**config.mk**
```make
export PLATFORM = sky130hd
export DESIGN_NAME = mem_port_arbiter
export DESIGN_NICKNAME = d
export VERILOG_FILES = /design/src/rtl/mem_port_arbiter.sv
export SDC_FILE = /design/constraint.sdc
export NUM_CORES = 1
export LEC_CHECK = 0
export ABC_AREA = 1
export CAP_MARGIN = 15
export CORE_AREA = 2 2 208 210
export CTS_CLUSTER_SIZE = 8
export DETAILED_ROUTE_END_ITERATION = 10
export DIE_AREA = 0 0 210 212
export PLACE_DENSITY = 0.39
export SLEW_MARGIN = 20
export SYNTH_ARGS = -nofsm -noshare
export SYNTH_HDL_FRONTEND = slang
export SYNTH_SLANG_ARGS = --single-unit
```
**constraint.sdc**
```tcl
create_clock -name clk -period 1.8 [get_ports clk]
set_clock_uncertainty 0.2 [all_clocks]
set_input_delay 0.45 -clock clk [delete_from_list [all_inputs] [get_ports clk]]
set_output_delay 0.45 -clock clk [all_outputs]
set_load 0.005 [all_outputs]
```
**src/rtl/mem_port_arbiter.sv**
```systemverilog
// Shares one memory port between IF (port 0) and LSU (port 1): LSU priority with an IF anti-starvation count.
// Requests and responses pass through with no added latency; a stalled request stays locked until accepted.
module mem_port_arbiter #(
  parameter int MAX_OUTST    = 2,
  parameter int STARVE_LIMIT = 4
) (
  input  logic        clk,
  input  logic        rst_n,
  input  logic        i_flush,
  input  logic        i_if_req_valid,
  output logic        o_if_req_ready,
  input  logic [63:0] i_if_addr,
  output logic        o_if_resp_valid,
  output logic [63:0] o_if_resp_rdata,
  input  logic        i_lsu_req_valid,
  output logic        o_lsu_req_ready,
  input  logic [63:0] i_lsu_addr,
  input  logic        i_lsu_we,
  input  logic [63:0] i_lsu_wdata,
  input  logic [7:0]  i_lsu_be,
  output logic        o_lsu_resp_valid,
  output logic [63:0] o_lsu_resp_rdata,
  output logic        o_mem_req_valid,
  input  logic        i_mem_req_ready,
  output logic [63:0] o_mem_addr,
  output logic        o_mem_we,
  output logic [63:0] o_mem_wdata,
  output logic [7:0]  o_mem_be,
  input  logic        i_mem_resp_valid,
  input  logic [63:0] i_mem_rdata,
  output logic        o_err
);

  localparam int PW = (MAX_OUTST > 1) ? $clog2(MAX_OUTST) : 1;
  localparam int CW = $clog2(MAX_OUTST + 1);
  localparam int SW = $clog2(STARVE_LIMIT + 1);

  typedef enum logic {OWN_IF = 1'b0, OWN_LSU = 1'b1} owner_e;

  logic                 lock_q;
  owner_e               owner_q;
  logic                 pdrop_q;
  logic                 err_q;
  logic [SW-1:0]        starve_q;
  logic [PW-1:0]        wr_ptr_q, rd_ptr_q;
  logic [CW-1:0]        cnt_q;
  owner_e               fifo_own_q [MAX_OUTST];
  logic [MAX_OUTST-1:0] fifo_drop_q;

  owner_e sel;
  logic   sel_vld, full, mem_hs, pop, head_drop, lock_if_nxt;
  owner_e head_own;

  function automatic logic [PW-1:0] ptr_inc(input logic [PW-1:0] p);
    return (p == PW'(MAX_OUTST - 1)) ? '0 : p + PW'(1);
  endfunction

  always_comb begin
    sel = OWN_IF;
    if (lock_q)
      sel = owner_q;
    else if (i_lsu_req_valid && !(i_if_req_valid && starve_q == SW'(STARVE_LIMIT)))
      sel = OWN_LSU;
  end

  assign sel_vld         = (sel == OWN_LSU) ? i_lsu_req_valid : i_if_req_valid;
  assign full            = (cnt_q == CW'(MAX_OUTST));
  assign o_mem_req_valid = sel_vld & ~full;
  assign mem_hs          = o_mem_req_valid & i_mem_req_ready;
  assign o_if_req_ready  = mem_hs & (sel == OWN_IF);
  assign o_lsu_req_ready = mem_hs & (sel == OWN_LSU);

  assign o_mem_addr  = (sel == OWN_LSU) ? i_lsu_addr : i_if_addr;
  assign o_mem_we    = (sel == OWN_LSU) & i_lsu_we;
  assign o_mem_wdata = (sel == OWN_LSU) ? i_lsu_wdata : '0;
  assign o_mem_be    = (sel == OWN_LSU) ? i_lsu_be : '0;

  // A flush also kills an IF response being popped in the same cycle.
  assign pop       = i_mem_resp_valid & (cnt_q != '0);
  assign head_own  = fifo_own_q[rd_ptr_q];
  assign head_drop = fifo_drop_q[rd_ptr_q] | (i_flush & (head_own == OWN_IF));

  assign o_if_resp_valid  = pop & (head_own == OWN_IF) & ~head_drop;
  assign o_lsu_resp_valid = pop & (head_own == OWN_LSU) & ~head_drop;
  assign o_if_resp_rdata  = i_mem_rdata;
  assign o_lsu_resp_rdata = i_mem_rdata;
  assign o_err            = err_q;

  // IF request that will still be waiting at the port next cycle.
  assign lock_if_nxt = lock_q ? (owner_q == OWN_IF) : (o_mem_req_valid && sel == OWN_IF);

  always_ff @(posedge clk or negedge rst_n) begin
    if (!rst_n) begin
      lock_q      <= 1'b0;
      owner_q     <= OWN_IF;
      pdrop_q     <= 1'b0;
      err_q       <= 1'b0;
      starve_q    <= '0;
      wr_ptr_q    <= '0;
      rd_ptr_q    <= '0;
      cnt_q       <= '0;
      fifo_drop_q <= '0;
      for (int i = 0; i < MAX_OUTST; i++) fifo_own_q[i] <= OWN_IF;
    end else begin
      if (mem_hs) begin
        lock_q  <= 1'b0;
        pdrop_q <= 1'b0;
      end else begin
        if (o_mem_req_valid) begin
          lock_q  <= 1'b1;
          owner_q <= sel;
        end
        if (i_flush && lock_if_nxt) pdrop_q <= 1'b1;
      end

      if (!i_if_req_valid || o_if_req_ready)
        starve_q <= '0;
      else if (o_lsu_req_ready && starve_q != SW'(STARVE_LIMIT))
        starve_q <= starve_q + SW'(1);

      if (i_flush) begin
        for (int i = 0; i < MAX_OUTST; i++)
          if (fifo_own_q[i] == OWN_IF) fifo_drop_q[i] <= 1'b1;
      end
      if (mem_hs) begin
        fifo_own_q[wr_ptr_q]  <= sel;
        fifo_drop_q[wr_ptr_q] <= (sel == OWN_IF) & (i_flush | pdrop_q);
        wr_ptr_q              <= ptr_inc(wr_ptr_q);
      end
      if (pop) rd_ptr_q <= ptr_inc(rd_ptr_q);
      cnt_q <= cnt_q + CW'(mem_hs) - CW'(pop);

      if (i_mem_resp_valid && cnt_q == '0) err_q <= 1'b1;
    end
  end

endmodule
```
# After elaboration in Yosys (flattened, before gate mapping)

Index checks and enable logic that the tools add are counted.

Output and inout port bits: 271
Bits in registers: 15
Input bits: 272

Bitwise logic cells: 22
Multiplexer cells: 30
Equal/unequal tests: 3
$add $sub $neg: 5
Reductions and logical operators: 17
Order comparisons: 6

Operator list:

| cell                                                                  | count |
|---|---|
| 64-bit 2-to-1 mux                                                     | 2 |
| 1-bit 2-to-1 mux                                                      | 19 |
| 1-bit bitwise AND                                                     | 12 |
| 1-bit logical AND                                                     | 8 |
| 8-bit 2-to-1 mux                                                      | 1 |
| 2-bit nonzero test                                                    | 4 |
| 3-bit 2-to-1 mux                                                      | 2 |
| 1-bit inverter                                                        | 6 |
| 2-bit bitwise mux                                                     | 2 |
| 2-bit >= comparator (second input constant)                           | 2 |
| 1-bit by 2-bit < comparator with 1-bit output (second input constant) | 2 |
| 2-bit 2-to-1 mux                                                      | 2 |
| 1-bit inverter with 2-bit output                                      | 2 |
| 3-bit by 1-bit adder with 3-bit output (second input constant)        | 1 |
| 3-bit equality test (second input constant)                           | 1 |
| 3-bit inequality test (second input constant)                         | 1 |
| 1-bit adder (second input constant)                                   | 2 |
| 2-bit by 1-bit adder with 2-bit output                                | 1 |
| 1-bit demux with 1-bit select                                         | 2 |
| 2-bit equality test (second input constant)                           | 1 |
| 1-bit logical NOT                                                     | 2 |
| 2-bit logical NOT                                                     | 1 |
| 2-bit by 1-bit < comparator with 1-bit output (second input constant) | 1 |
| 1-bit bitwise OR                                                      | 2 |
| 4 further kinds                                                       | 4 |

# Depth between registers and ports, before layout

Word-level depth: 13
Mapped depth: 10

# Worst setup path after synthesis

OpenSTA, ideal clock, no wires.

Path kind: reg-to-output
Start: register starve_q[0]
End: output port o_mem_addr[24]
Buffers on the path: 2
Stages on the path, launching flop included: 10
Path slack: -0.144 ns
Arrival time: 1.294 ns
Path through: dfrtp_1 > inv_1 > ha_1 > nand3_1 > nand2_2 > nand2_4 > buf_4 > buf_2 > nand2_1 > nand2_1

Word-level cells in the longest chain between the ends: 7

Ends and longest elaborated chain:

| item                   | RTL line | text |
|---|---|---|
| from (decl)            | 44       | `logic [SW-1:0] starve_q;` |
| from (signal assigned) | 119      | `starve_q <= starve_q + SW'(1);` |
| 3-bit equality test    | 62       | `else if (i_lsu_req_valid && !(i_if_req_valid && starve_q == SW'(STARVE_LIMIT)))` |
| 1-bit logical AND      | 62       |  |
| 1-bit logical NOT      | 62       |  |
| 1-bit logical AND      | 62       |  |
| 1-bit 2-to-1 mux       | 62       |  |
| 1-bit 2-to-1 mux       | 60       | `if (lock_q)` |
| 64-bit 2-to-1 mux      | 73       | `assign o_mem_addr = (sel == OWN_LSU) ? i_lsu_addr : i_if_addr;` |
| to (decl)              | 25       | `output logic [63:0] o_mem_addr,` |

No other way between the ends.

# Worst setup path in the final report

Start: register starve_q[0]
End: output port o_mem_addr[4]

The elaborated chain is that of the path after synthesis.

==> metrics <==
combinational power share about 91%; Crit Path Max Fanout 3; main area contributors after synthesis buf_4 (32%), nand2_1 (24%), dfrtp_1 (12%); Avg Cell Area, Syn 5.57 um^2; core area around 0.043 mm^2; Rows 76; share of the synthesized area in the top cell type between 30% and 40%; die height between 200 and 250 um; post-route clock period utilization 147%; endpoints failing setup ~160; Layout area overhead 178%; fraction of layout cells with a size suffix above 1 55.4%; cell area after layout about 0.009 mm^2; placed cells 1,383; Seq pwr share 4.8%; remaining antenna violation count 0; Nets 1,234; Int Pwr between 6 and 7 mW; Startpoint Class register; Worst-path clk slew 0.05 ns; wire length per cell about 16 um; synthesized instance count approximately 580; final WL about 24,000 um; unrepaired setup endpoints after global routing true; Fmax 378 MHz; routed vias/inst roughly 3.2; max_cap viols 0; async set-reset flop share out of synthesis 100%; Lkg Pwr roughly 4.4 nW; Crit Path Category register to output pin; Finished Layout Cells about 1,500; power per standard cell area ~1300 mW/mm^2; residual DRC count 0; Slew Viols, Final 0; Distinct cells, synth 29; Slew @ Worst Pin just under 0.4 ns; vias post-DR 4,866; CTS root buffer clkbuf_16; I/O pin cnt around 540; drt first pass iters 4; PnR Total Power around 12 mW; H-tree levels 1; total nets after synthesis between 800 and 900; clock share of power 3.8%; flops & latches, synth 15; cell area after synthesis ~0.0033 mm^2; Post-synth EDFFs 0; failing checks setup timing; first-pass GRT wire length approximately 31,000 um; status complete, but fails checks; GRT Total Usage around a tenth; Hold Slack between 0.2 and 0.3 ns; CTS Buffer Depth 2; gr ovfl total 0; Hold/Removal Path Class register to register; Initial Util around 7.7%; cell taking the most area after synthesis buf_4; maximum vdd drop 0.480 mV; WP data required approximately 1.2 ns; Clock Latency Late Sink around 0.25 ns; Switching Fraction 41.3%; Final Wtd Congestion roughly 0.76; largest net degree at the start of global routing 18; synth warn 0; crit path DAT roughly 2.0 ns; vias in the first global route just under 5,000; fin util around a fifth; initial antenna violation count 1; Seq/Total Area, Yosys 11.5%; die area between 0.04 and 0.05 mm^2; PortBufs 350; max_slew headroom around three quarters; Num CTS Buffers 3; placed standard-cell area slightly below 0.007 mm^2; clk sinks 15; Die Wd 210 um; CTS tree done; Final Hold Vio Count 0; sw power around 4.8 mW; DPL Wire Length 17,300 um; fin worst setup slack -0.846 ns; minimum clock period 2.65 ns; Initial DRC Count 90; ys flop type dfrtp_1; Worst setup EP type output pin
registers in the layout, summed over array words and instances, names as in the netlist, 2 cells and up:
register     count
starve_q         3
fifo_own_q       2
cnt_q            2
fifo_drop_q      2
per-stage QoR:
step / TNS (ns) / setup WS, ns
floorplan: -15.94 / -0.128
global placement: -167.87 / -1.25
detailed placement: -167.76 / -1.27
CTS: -108.06 / -0.907
global route: -113.76 / -0.938
finish: -101.63 / -0.846
timing repair:
item | in CTS | in global routing
resized for setup | 697 | 322
endpoints found under the setup margin | 155 | 155
gates cloned | 9 | 4
setup buffers | 87 | 36
hold buffers | 0 | 0
pin swaps | 50 | 40
final timing paths:
check,start,end,slack (ns),cells past startpoint
max in group asynchronous,rst_n,wr_ptr_q$_DFFE_PN0N_,0.86,2
min,o_err$_DFFE_PN0P_,o_err$_DFFE_PN0P_,0.26,1
max,starve_q[0]$_DFFE_PN0P_,o_mem_addr[4],-0.85,13
min in group asynchronous,rst_n,starve_q[2]$_DFFE_PN0P_,0.34,2
min reg2reg,o_err$_DFFE_PN0P_,o_err$_DFFE_PN0P_,0.26,1
max reg2reg,starve_q[0]$_DFFE_PN0P_,starve_q[0]$_DFFE_PN0P_,-0.81,19
area by class of cell:
cell class	instances	area, um^2
Inverter	88	343
Multi-Input combinational cell	331	2400
Clock inverter	1	5.00
Timing Repair Buffer	519	5150
Tap cell	546	683
Clock buffer	3	75.1
Fill cell	4802	33500
Sequential cell	15	375
Antenna cell	1	2.50
logic make-up (layout without fill, tap and decap cells):
logic type | count (synthesis) | after routing | share of synthesized area (%)
simple gates | 305 | 305 | 37.8
buf+inv | 238 | 611 | 44.3
compound gates | 18 | 18 | 3.69
flops | 15 | 15 | 11.5
fa+ha+maj | 4 | 4 | 1.54
xor+xnor | 4 | 4 | 1.08
other cells | 0 | 1 | 0
worst max-delay path, stage by stage (launching register included):
cell	delay (ns)
dfrtp_1	0.40
inv_2	0.09
ha_4	0.15
nand3_2	0.08
nand2_2	0.10
nand2_4	0.09
buf_12	0.14
buf_8	0.12
buf_12	0.12
buf_4	0.13
buf_6	0.12
nand2_2	0.05
nand2_1	0.04
buf_2	0.12
power groups by stage:
stage	sequential (mW)	combinational (mW)	clock, mW
6_report	0.569	10.7	0.446
5_1_grt	0.584	11.5	0.489
3_5_place_dp	0.552	6.38	0
3_3_place_gp	0.549	6.41	0
2_1_floorplan	0.552	2.45	0
4_1_cts	0.564	9.02	0.464
cells in the final DEF (no fill, tap or decap), types with 7 or more instances in the layout:
master	n
nor2_4	59
nand2_2	93
nand2_4	24
nand2_1	92
clkbuf_2	7
buf_4	51
nor2_1	10
buf_12	26
inv_1	84
buf_2	98
clkbuf_16	7
clkdlybuf4s50_1	204
buf_6	104
nor2_2	16
dfrtp_1	15
buf_8	16
Yosys cell counts, types with 2 or more instances:
cell type,number
buf_6,3
a21oi_1,3
nand3_2,2
nor2_4,2
nand2_4,3
buf_4,137
ha_1,4
clkbuf_1,3
buf_2,7
xnor2_1,2
nor2_1,82
inv_1,87
xor2_1,2
o21ai_0,6
nand2_1,205
o21ai_1,3
nand3_1,5
nand4_1,3
dfrtp_1,15
per-layer routing:
layer	track usage (%)	share of wire, %
met2	17.8	52
met3	3.65	11
met1	9.30	33
met4	3.30	3.6
met5	0	0
(Power assumes the default switching activity.)
